[src/rtl/fpu_pkg.sv]
// Shared types and bfloat16 constants for the FPU round/pack datapath.
package fpu_pkg;

  // bfloat16 field widths; the exponent bias is 2**(EXP_W-1)-1.
  localparam int BF16_EXP_W  = 8;
  localparam int BF16_FRAC_W = 7;

  // Canonical quiet NaN: positive sign, all-ones exponent, fraction MSB set.
  localparam logic [15:0] BF16_CANON_NAN = 16'h7FC0;

  // Exception flags attached to each packed result.
  typedef struct packed {
    logic invalid;
    logic overflow;
    logic underflow;
    logic inexact;
  } fp_flags_t;

endpackage

[src/rtl/fp_rne_round.sv]
// Combinational mantissa rounder for the post-multiply stage.
// Build option: FP_ROUND_RNE_EN defined selects round-to-nearest-even;
// left undefined, the mantissa is truncated (never incremented).
// Inexact is reported either way from the dropped guard/sticky bits.
module fp_rne_round #(
  parameter int EXP_WIDTH  = 8,
  parameter int FRAC_WIDTH = 7
) (
  input  logic [FRAC_WIDTH:0]          man,
  input  logic                         grd,
  input  logic                         stk,
  input  logic signed [EXP_WIDTH+1:0]  exp_in,
  output logic [FRAC_WIDTH:0]          man_r,
  output logic signed [EXP_WIDTH+2:0]  exp_r,
  output logic                         inexact
);

  localparam int XW = EXP_WIDTH + 3;
  localparam logic signed [XW-1:0] EXP_ONE = XW'(1);

  logic                    round_up;
  logic [FRAC_WIDTH+1:0]   man_sum;
  logic signed [XW-1:0]    exp_ext;

`ifdef FP_ROUND_RNE_EN
  // Round up when above half, or exactly half with an odd LSB (ties to even).
  assign round_up = grd & (stk | man[0]);
`else
  assign round_up = 1'b0;
`endif

  // One extra exponent bit so that an increment can never wrap the sign.
  assign exp_ext = {exp_in[EXP_WIDTH+1], exp_in};
  assign man_sum = {1'b0, man} + {{(FRAC_WIDTH+1){1'b0}}, round_up};
  assign inexact = grd | stk;

  // A carry out of 1.11..1 renormalises to 1.00..0 with the exponent bumped.
  always_comb begin
    man_r = man_sum[FRAC_WIDTH:0];
    exp_r = exp_ext;
    if (man_sum[FRAC_WIDTH+1]) begin
      man_r = {1'b1, {FRAC_WIDTH{1'b0}}};
      exp_r = exp_ext + EXP_ONE;
    end
  end

endmodule

[src/rtl/fp_round_pack.sv]
// Post-multiply round/pack stage for the bfloat16 FPU datapath.
// S1 registers the rounded product, S2 classifies and packs {sign,exp,frac}
// and holds it on the output with exception flags. A sticky flag register
// accumulates flags of every delivered result until flag_clr.
// Build option: FP_ROUND_RNE_EN (round-to-nearest-even; truncation otherwise).
//
// Handshake: a beat moves when valid and ready are both high at a clock edge.
// in_ready is a pure function of pipeline occupancy and out_ready (never of
// in_valid); once out_valid rises, out_data/out_flags hold until a cycle in
// which out_ready is high.
module fp_round_pack
  import fpu_pkg::*;
#(
  parameter int EXP_WIDTH  = BF16_EXP_W,
  parameter int FRAC_WIDTH = BF16_FRAC_W
) (
  input  logic                            clk,
  input  logic                            rst_n,
  input  logic                            in_valid,
  output logic                            in_ready,
  input  logic                            in_sign,
  input  logic [EXP_WIDTH+1:0]            in_exp,
  input  logic [FRAC_WIDTH:0]             in_man,
  input  logic                            in_grd,
  input  logic                            in_stk,
  input  logic                            in_nan,
  input  logic                            in_inf,
  input  logic                            in_zero,
  output logic                            out_valid,
  input  logic                            out_ready,
  output logic [EXP_WIDTH+FRAC_WIDTH:0]   out_data,
  output logic [3:0]                      out_flags,
  output logic [3:0]                      flag_sticky,
  input  logic                            flag_clr
);

  localparam int DW = 1 + EXP_WIDTH + FRAC_WIDTH;
  localparam int XW = EXP_WIDTH + 3;

  // Exponents at or above all-ones overflow; at or below zero flush.
  localparam logic signed [XW-1:0] EXP_MAX  = XW'((2 ** EXP_WIDTH) - 1);
  localparam logic signed [XW-1:0] EXP_ZERO = '0;

  localparam logic [DW-1:0] NAN_GENERIC =
    {1'b0, {EXP_WIDTH{1'b1}}, 1'b1, {(FRAC_WIDTH-1){1'b0}}};
  localparam logic [DW-1:0] CANON_NAN =
    (EXP_WIDTH == BF16_EXP_W && FRAC_WIDTH == BF16_FRAC_W) ? DW'(BF16_CANON_NAN) : NAN_GENERIC;

  typedef struct packed {
    logic                  sign;
    logic                  nan;
    logic                  inf;
    logic                  zero;
    logic                  inexact;
    logic [FRAC_WIDTH-1:0] frac;
    logic [XW-1:0]         exp;
  } s1_t;

  logic adv1, adv2, out_xfer;

  logic      s1_valid_d, s1_valid_q;
  s1_t       s1_d, s1_q;
  logic      out_valid_d, out_valid_q;
  logic [DW-1:0] out_data_d, out_data_q;
  fp_flags_t out_flags_d, out_flags_q;
  logic [3:0] flag_sticky_d, flag_sticky_q;

  logic [DW-1:0] pack_data;
  fp_flags_t     pack_flags;

  logic [FRAC_WIDTH:0]        rnd_man;
  logic signed [XW-1:0]       rnd_exp;
  logic                       rnd_inexact;
  logic                       unused_hidden;

  // Stage advance: S2 frees when empty or draining, S1 when empty or S2 frees.
  assign adv2     = !out_valid_q | out_ready;
  assign adv1     = !s1_valid_q | adv2;
  assign in_ready = adv1;
  assign out_xfer = out_valid_q & out_ready;

  fp_rne_round #(
    .EXP_WIDTH  (EXP_WIDTH),
    .FRAC_WIDTH (FRAC_WIDTH)
  ) u_round (
    .man     (in_man),
    .grd     (in_grd),
    .stk     (in_stk),
    .exp_in  ($signed(in_exp)),
    .man_r   (rnd_man),
    .exp_r   (rnd_exp),
    .inexact (rnd_inexact)
  );

  // The hidden bit is implied by the packed format and is not stored.
  assign unused_hidden = rnd_man[FRAC_WIDTH];

  // S1 next state: capture the rounded product whenever S1 can advance.
  always_comb begin
    s1_valid_d = s1_valid_q;
    s1_d       = s1_q;
    if (adv1) begin
      s1_valid_d = in_valid;
      if (in_valid) begin
        s1_d.sign    = in_sign;
        s1_d.nan     = in_nan;
        s1_d.inf     = in_inf;
        s1_d.zero    = in_zero;
        s1_d.inexact = rnd_inexact;
        s1_d.frac    = rnd_man[FRAC_WIDTH-1:0];
        s1_d.exp     = rnd_exp;
      end
    end
  end

  // Classify and pack with priority nan > inf > zero > overflow > underflow > normal.
  always_comb begin
    pack_data  = '0;
    pack_flags = '0;
    if (s1_q.nan) begin
      pack_data          = CANON_NAN;
      pack_flags.invalid = 1'b1;
    end else if (s1_q.inf) begin
      pack_data = {s1_q.sign, {EXP_WIDTH{1'b1}}, {FRAC_WIDTH{1'b0}}};
    end else if (s1_q.zero) begin
      pack_data = {s1_q.sign, {(DW-1){1'b0}}};
    end else if ($signed(s1_q.exp) >= EXP_MAX) begin
      pack_data           = {s1_q.sign, {EXP_WIDTH{1'b1}}, {FRAC_WIDTH{1'b0}}};
      pack_flags.overflow = 1'b1;
      pack_flags.inexact  = 1'b1;
    end else if ($signed(s1_q.exp) <= EXP_ZERO) begin
      pack_data            = {s1_q.sign, {(DW-1){1'b0}}};
      pack_flags.underflow = 1'b1;
      pack_flags.inexact   = 1'b1;
    end else begin
      pack_data          = {s1_q.sign, s1_q.exp[EXP_WIDTH-1:0], s1_q.frac};
      pack_flags.inexact = s1_q.inexact;
    end
  end

  // S2 next state: load a new packed result only when S2 advances with S1 full.
  always_comb begin
    out_valid_d = out_valid_q;
    out_data_d  = out_data_q;
    out_flags_d = out_flags_q;
    if (adv2) begin
      out_valid_d = s1_valid_q;
      if (s1_valid_q) begin
        out_data_d  = pack_data;
        out_flags_d = pack_flags;
      end
    end
  end

  // Sticky flags: a clear coinciding with a delivery keeps that delivery's flags.
  always_comb begin
    flag_sticky_d = flag_sticky_q;
    if (flag_clr) begin
      flag_sticky_d = out_xfer ? out_flags_q : 4'b0000;
    end else if (out_xfer) begin
      flag_sticky_d = flag_sticky_q | out_flags_q;
    end
  end

  // Pipeline and flag registers; reset discards anything in flight.
  always_ff @(posedge clk or negedge rst_n) begin
    if (!rst_n) begin
      s1_valid_q    <= 1'b0;
      s1_q          <= '0;
      out_valid_q   <= 1'b0;
      out_data_q    <= '0;
      out_flags_q   <= '0;
      flag_sticky_q <= '0;
    end else begin
      s1_valid_q    <= s1_valid_d;
      s1_q          <= s1_d;
      out_valid_q   <= out_valid_d;
      out_data_q    <= out_data_d;
      out_flags_q   <= out_flags_d;
      flag_sticky_q <= flag_sticky_d;
    end
  end

  assign out_valid   = out_valid_q;
  assign out_data    = out_data_q;
  assign out_flags   = out_flags_q;
  assign flag_sticky = flag_sticky_q;

endmodule
[config.mk]
export PLATFORM = sky130hd
export DESIGN_NAME = fp_round_pack
export DESIGN_NICKNAME = d
export VERILOG_FILES = /design/src/rtl/fpu_pkg.sv /design/src/rtl/fp_rne_round.sv /design/src/rtl/fp_round_pack.sv
export SDC_FILE = /design/constraint.sdc
export NUM_CORES = 1
export LEC_CHECK = 0
export ABC_AREA = 1
export CAP_MARGIN = 20
export CORE_MARGIN = 2
export CORE_UTILIZATION = 55
export DETAILED_ROUTE_END_ITERATION = 16
export DONT_BUFFER_PORTS = 1
export MAX_ROUTING_LAYER = met4
export PLACE_DENSITY = 0.73
export SYNTH_ARGS = -nofsm -noshare
export SYNTH_HDL_FRONTEND = slang
export SYNTH_SLANG_ARGS = --single-unit
[constraint.sdc]
create_clock -name clk -period 1.3 [get_ports clk]
set_input_delay 0.26 -clock clk [delete_from_list [all_inputs] [get_ports clk]]
set_output_delay 0.26 -clock clk [all_outputs]
set_load 0.01 [all_outputs]
# Yosys cells after proc, flatten, opt, wreduce, memory -nomap -nowiden
# Cells that the tools add are included.
totals:
  regBits: 48
  output_inout_bits: 26
classes:
  n_lt_le_gt_ge: 2
  mux: 17
  bitwise_logic: 5
  n_reduce_logical: 5
op_table:
  columns: ["op", "n"]
  rows:
  - ["15-bit two-way mux", 4]
  - ["16-bit two-way mux", 1]
  - ["4-bit two-way mux", 3]
  - ["10-bit by 9-bit greater-or-equal comparator with 1-bit output (second input constant)", 1]
  - ["10-bit by 1-bit less-or-equal comparator with 1-bit output (second input constant)", 1]
  - ["3-bit two-way mux", 3]
  - ["1-bit two-way mux", 6]
  - ["4-bit bitwise OR", 1]
  - ["2-bit AND reduction", 2]
  - ["1-bit bitwise OR", 3]
  - ["1-bit zero test", 2]
  - ["2-bit nonzero test", 1]
  - ["1-bit bitwise AND", 1]

# Longest topological paths before layout
depth:
  ltp_word: 6
  depth_mapped: 9

# By module
# From an unflattened synthesis, not the netlist that was laid out.
hier_totals:
  hier_cells: 245
  area_unflattened_um2: 2274.7
modules_own_cells:
  columns: ["mod", "instances", "cells_per_inst", "area_each_um2", "seq_area_each_um2"]
  rows:
  - ["fp_round_pack", 1, 223, 2120.8, 1226.2]
  - ["fp_rne_round", 1, 22, 153.9, 0.0]

# Worst setup path after synthesis
# OpenSTA, ideal clock, no wires.
synth_timing:
  path_type: "reg2reg"
  start: "register out_valid_q, in the netlist out_valid"
  end: "register s1_q[18] (netlist bit)"
  arrival_ps: 1086
  slack_ps: 90
  stages_incl_launch_ff: 7
  n_path_buf: 1
  cell_sequence: "dfrtp_1 nand3_2 nand2_2 inv_2 buf_2 o21ai_1 o21ai_1"
synth_via:
  elab_chain_len: 4
synth_rtl:
  columns: ["element", "line_no", "text"]
  rows:
  - ["start: declaration", "fp_round_pack.sv:63", "logic out_valid_d, out_valid_q;"]
  - ["start signal: assignment", "fp_round_pack.sv:177", "out_valid_q <= out_valid_d;"]
  - ["1-bit zero test", "fp_round_pack.sv:77", "assign adv2 = !out_valid_q | out_ready;"]
  - ["1-bit bitwise OR", "fp_round_pack.sv:77", null]
  - ["1-bit bitwise OR", "fp_round_pack.sv:78", "assign adv1 = !s1_valid_q | adv2;"]
  - ["net in_ready", "fp_round_pack.sv:20", "output logic in_ready,"]
  - ["2-bit AND reduction (no line)", null, null]
  - ["end signal: assignment", "fp_round_pack.sv:169", "s1_q <= '0;"]
  - ["end signal: assignment", "fp_round_pack.sv:176", "s1_q <= s1_d;"]
  - ["end: declaration", "fp_round_pack.sv:62", "s1_t s1_d, s1_q;"]
# The timed path passes the listed nets, and every way through them passes these cells.
# A chain may end at the register's enable or synchronous reset.

# Worst setup path after layout
layout_timing:
  start: "register s1_q[5] (netlist bit)"
  end: "register out_data_q[9], in the netlist out_data[9]"
layout_via:
  elab_chain_len: 6
layout_rtl:
  columns: ["element", "line_no", "text"]
  rows:
  - ["10-bit by 1-bit less-or-equal comparator with 1-bit output", "fp_round_pack.sv:131", "end else if ($signed(s1_q.exp) <= EXP_ZERO) begin"]
  - ["15-bit two-way mux", "fp_round_pack.sv:131", null]
  - ["15-bit two-way mux *", "fp_round_pack.sv:127", "end else if ($signed(s1_q.exp) >= EXP_MAX) begin"]
  - ["15-bit two-way mux *", "fp_round_pack.sv:125", "end else if (s1_q.zero) begin"]
  - ["15-bit two-way mux *", "fp_round_pack.sv:123", "end else if (s1_q.inf) begin"]
  - ["16-bit two-way mux *", "fp_round_pack.sv:120", "if (s1_q.nan) begin"]
  - ["end signal: assignment", "fp_round_pack.sv:178", "out_data_q <= out_data_d;"]
  - ["end: declaration", "fp_round_pack.sv:64", "logic [DW-1:0] out_data_d, out_data_q;"]
# Every way passes the cells marked *; elsewhere a longest branch is shown, timed or not.

==> results.json <==
{
  "synth_compound_area_share_pct": 7.32,
  "fin_skew_ns": 0.00417,
  "syn_nets": 283,
  "cts_buffers": 5,
  "hold_viol_final": 48,
  "synth_mux_area_share_pct": 0,
  "synth.most_common_cell": "nand2_1",
  "ys_types": 23,
  "insertion_delay_ns": 0.30,
  "cp-end-kind": "flip-flop",
  "fp.dieW_um": 66.3,
  "violations": "hold timing, setup timing",
  "synth_xor_area_share_pct": 0,
  "slowest_stage": "dfrtp_1",
  "maxSlewViolCount": 0,
  "grt_pass1_wl_mm": 6.47,
  "synthSimpleGateAreaFrac_pct": 29.8,
  "fin_area_sq_mm": 0.00247,
  "fin_crit_sh_pct": 103,
  "synth_top_family_by_area": "simple AND/OR/NAND/NOR gates",
  "antenna-diode-count": 0,
  "routed_wl_mm": 4.22,
  "reg2reg_slack_ns": -0.04,
  "hold_ws_ns": -0.353,
  "final_cells": 319,
  "core_area_sq_mm": 0.00369,
  "layout_setup_ws_ns": -0.0353,
  "rr_worst_depth": 9,
  "syn_area_per_cell_sq_um": 8.41,
  "r2r_start": "s1_q[5]$_DFFE_PN0P_",
  "start_util_pct": 57.9,
  "grt_pass1_vias": 1460,
  "yosys_warnings": 0,
  "grt_setup_unrepaired": "true",
  "clkSinkCount": 48,
  "synth_seq_cells": 48,
  "yosysTopAreaCellShare_pct": 56.2,
  "gr-total-overflow": 0,
  "max_freq_mhz": 749,
  "placed_cell_area_sq_mm": 0.00221,
  "crit_fanout": 6,
  "worst_pin_slew_ns": 0.328,
  "place_congestion": 0.755,
  "max_stage_delay_ns": 0.43,
  "wl_per_cell_um": 13.2,
  "setup_violations": 5,
  "nets": 299,
  "numPortBuffers": 0,
  "worstPathArrival_ns": 1.53,
  "first_iter_violations": 97,
  "htreeDepth": 2,
  "viasPerCell": 5.04,
  "synth_area_leader_cell": "dfrtp_1",
  "drive_gt1_share_pct": 21.8,
  "drc": 0,
  "post-place-cells": 301,
  "vdd_drop_max_mv": 0.997,
  "power_leakage_nw": 1.29,
  "antenna_found_initial": 0,
  "firstDrtPassIters": 4,
  "synthCells": 254,
  "grt_max_degree": 49,
  "syn_area_sq_mm": 0.00214,
  "synth_flop_cell": "dfrtp_1",
  "ant_nets": 0,
  "powerDensity_mw_per_mm2": 1570,
  "synth_common_cells": "123 x nand2_1, 48 x dfrtp_1, 24 x inv_1, 9 x o21ai_1",
  "reg2reg_to": "out_data[9]$_DFFE_PN0P_",
  "slew_headroom_pct": 78.1,
  "cts_tree": "yes",
  "yosys-top-cells-area": "dfrtp_1 56%, nand2_1 22%, inv_1 4.2%",
  "critPathLaunchType": "flip-flop",
  "num_vias": 1607,
  "dp_worst_setup_slack_ns": 0.0111,
  "io_pins": 55,
  "cp_common_cell": "nand2_1",
  "dieArea_sq_mm": 0.00440,
  "crit_chain": "nor2_1, nand3_1, nor2_2, nor2_4, buf_12, nand2_2, nand2_1, nand2_1, nand2_1",
  "clockBufferDepth": 2,
  "synth_enable_flop_cells": 0,
  "cts-root-buf": "clkbuf_8",
  "maxCapViolCount": 0,
  "hpwl_mm": 2.80,
  "crit_type": "flip-flop to flip-flop",
  "num_rows": 22,
  "cp_data_required_time_ns": 1.50,
  "ys_seq_area_share_pct": 56.2,
  "postSynth.asyncResetShare_pct": 100,
  "clkTransAtPathRegs_ns": 0.08,
  "grtUsageTotal_pct": 20.7,
  "outcome": "complete, but fails checks",
  "die-height_um": 66.3,
  "hold_path_class": "input pin to asynchronous set/reset pin",
  "fin_crit_ns": 1.34,
  "yosys.area_share.adder_pct": 0,
  "syn2layout_area_growth_pct": 15.6
}
## timing repair
item	CTS	global route
buffers inserted	0	8
endpoints found under the hold margin	48	48
setup endpoints to repair	0	27
resized for setup	0	20
## cell usage in the layout, fill, tap and decap left out, types with 2 or more instances in the layout
| cell type | instances |
|---|---|
| nand3_2 | 2 |
| nor2_1 | 7 |
| dfrtp_2 | 2 |
| nand2_2 | 13 |
| o21ai_2 | 7 |
| clkbuf_1 | 2 |
| buf_4 | 12 |
| nand2_1 | 111 |
| inv_1 | 24 |
| nand3_1 | 5 |
| buf_12 | 2 |
| nor2_2 | 3 |
| o21ai_0 | 3 |
| o22ai_1 | 2 |
| clkbuf_8 | 6 |
| dfrtp_1 | 46 |
| o21ai_1 | 9 |
| nand2_4 | 4 |
## worst max-delay path, delay by kind of cell (launching register included)
family        cells  cell delay (ns)
flops             1             0.43
simple gates      8             0.67
buf+inv           1             0.14
## kinds of logic (layout without fill, tap and decap cells)
logic type             Yosys count  after routing
AO/OA/AOI/OAI                   24             24
buffers and inverters           33             49
flip-flops                      48             48
AND/OR/NAND/NOR                149            150
## sequential cells by signal, indices dropped and copies added, names as in the netlist
register,count
out_flags,4
out_data,16
flag_sticky,4
out_valid,1
s1_valid_q,1
s1_q,22
## metal layers
layer	vias up	track usage [%]	wire length [um]
met5	-	-	0
li1	810	-	-
met3	8	5.79	235
met2	45	31.1	2020
met4	0	11.5	93
met1	744	25.1	1880
## worst max path at each step
stage | startpoint | to | slack [ns] | cells after the start
floorplan | out_valid$_DFFE_PN0P_ | s1_q[18]$_DFFE_PN0P_ | 0.09 | 6
detailed placement | s1_q[5]$_DFFE_PN0P_ | out_flags[0]$_DFFE_PN0P_ | 0.01 | 7
global placement | s1_q[1]$_DFFE_PN0P_ | out_flags[0]$_DFFE_PN0P_ | 0.03 | 7
finish | s1_q[5]$_DFFE_PN0P_ | out_data[9]$_DFFE_PN0P_ | -0.04 | 9
global route | s1_q[5]$_DFFE_PN0P_ | out_data[14]$_DFFE_PN0P_ | -0.17 | 9
CTS | s1_q[5]$_DFFE_PN0P_ | out_flags[0]$_DFFE_PN0P_ | 0.0005 | 7
## power breakdown
| part | switching [mW] | internal (mW) | leakage [nW] |
|---|---|---|---|
| Sequential | 0.302 | 1.78 | 0.594 |
| Clock | 0.465 | 0.434 | 0.0455 |
| Combinational | 0.521 | 0.378 | 0.655 |
## cell type report
type                            instances  area (sq um)
Tap cell                               48          60.1
Timing Repair Buffer                   15           155
Multi-Input combinational cell        174           861
Inverter                               26           100
Fill cell                             332          1220
Clock buffer                            8          90.1
Sequential cell                        48          1200
## through the flow
stage | total power, mW | utilization (%) | setup TNS, ns
global placement | 2.82 | 59.9 | 0
CTS | 3.75 | 62.3 | 0
detailed placement | 2.84 | 59.9 | 0
global route | 4.13 | 67.0 | -1.89
floorplan | 2.66 | - | 0
finish | 3.88 | 67.0 | -0.124
Power figures use the tool's default switching activity.
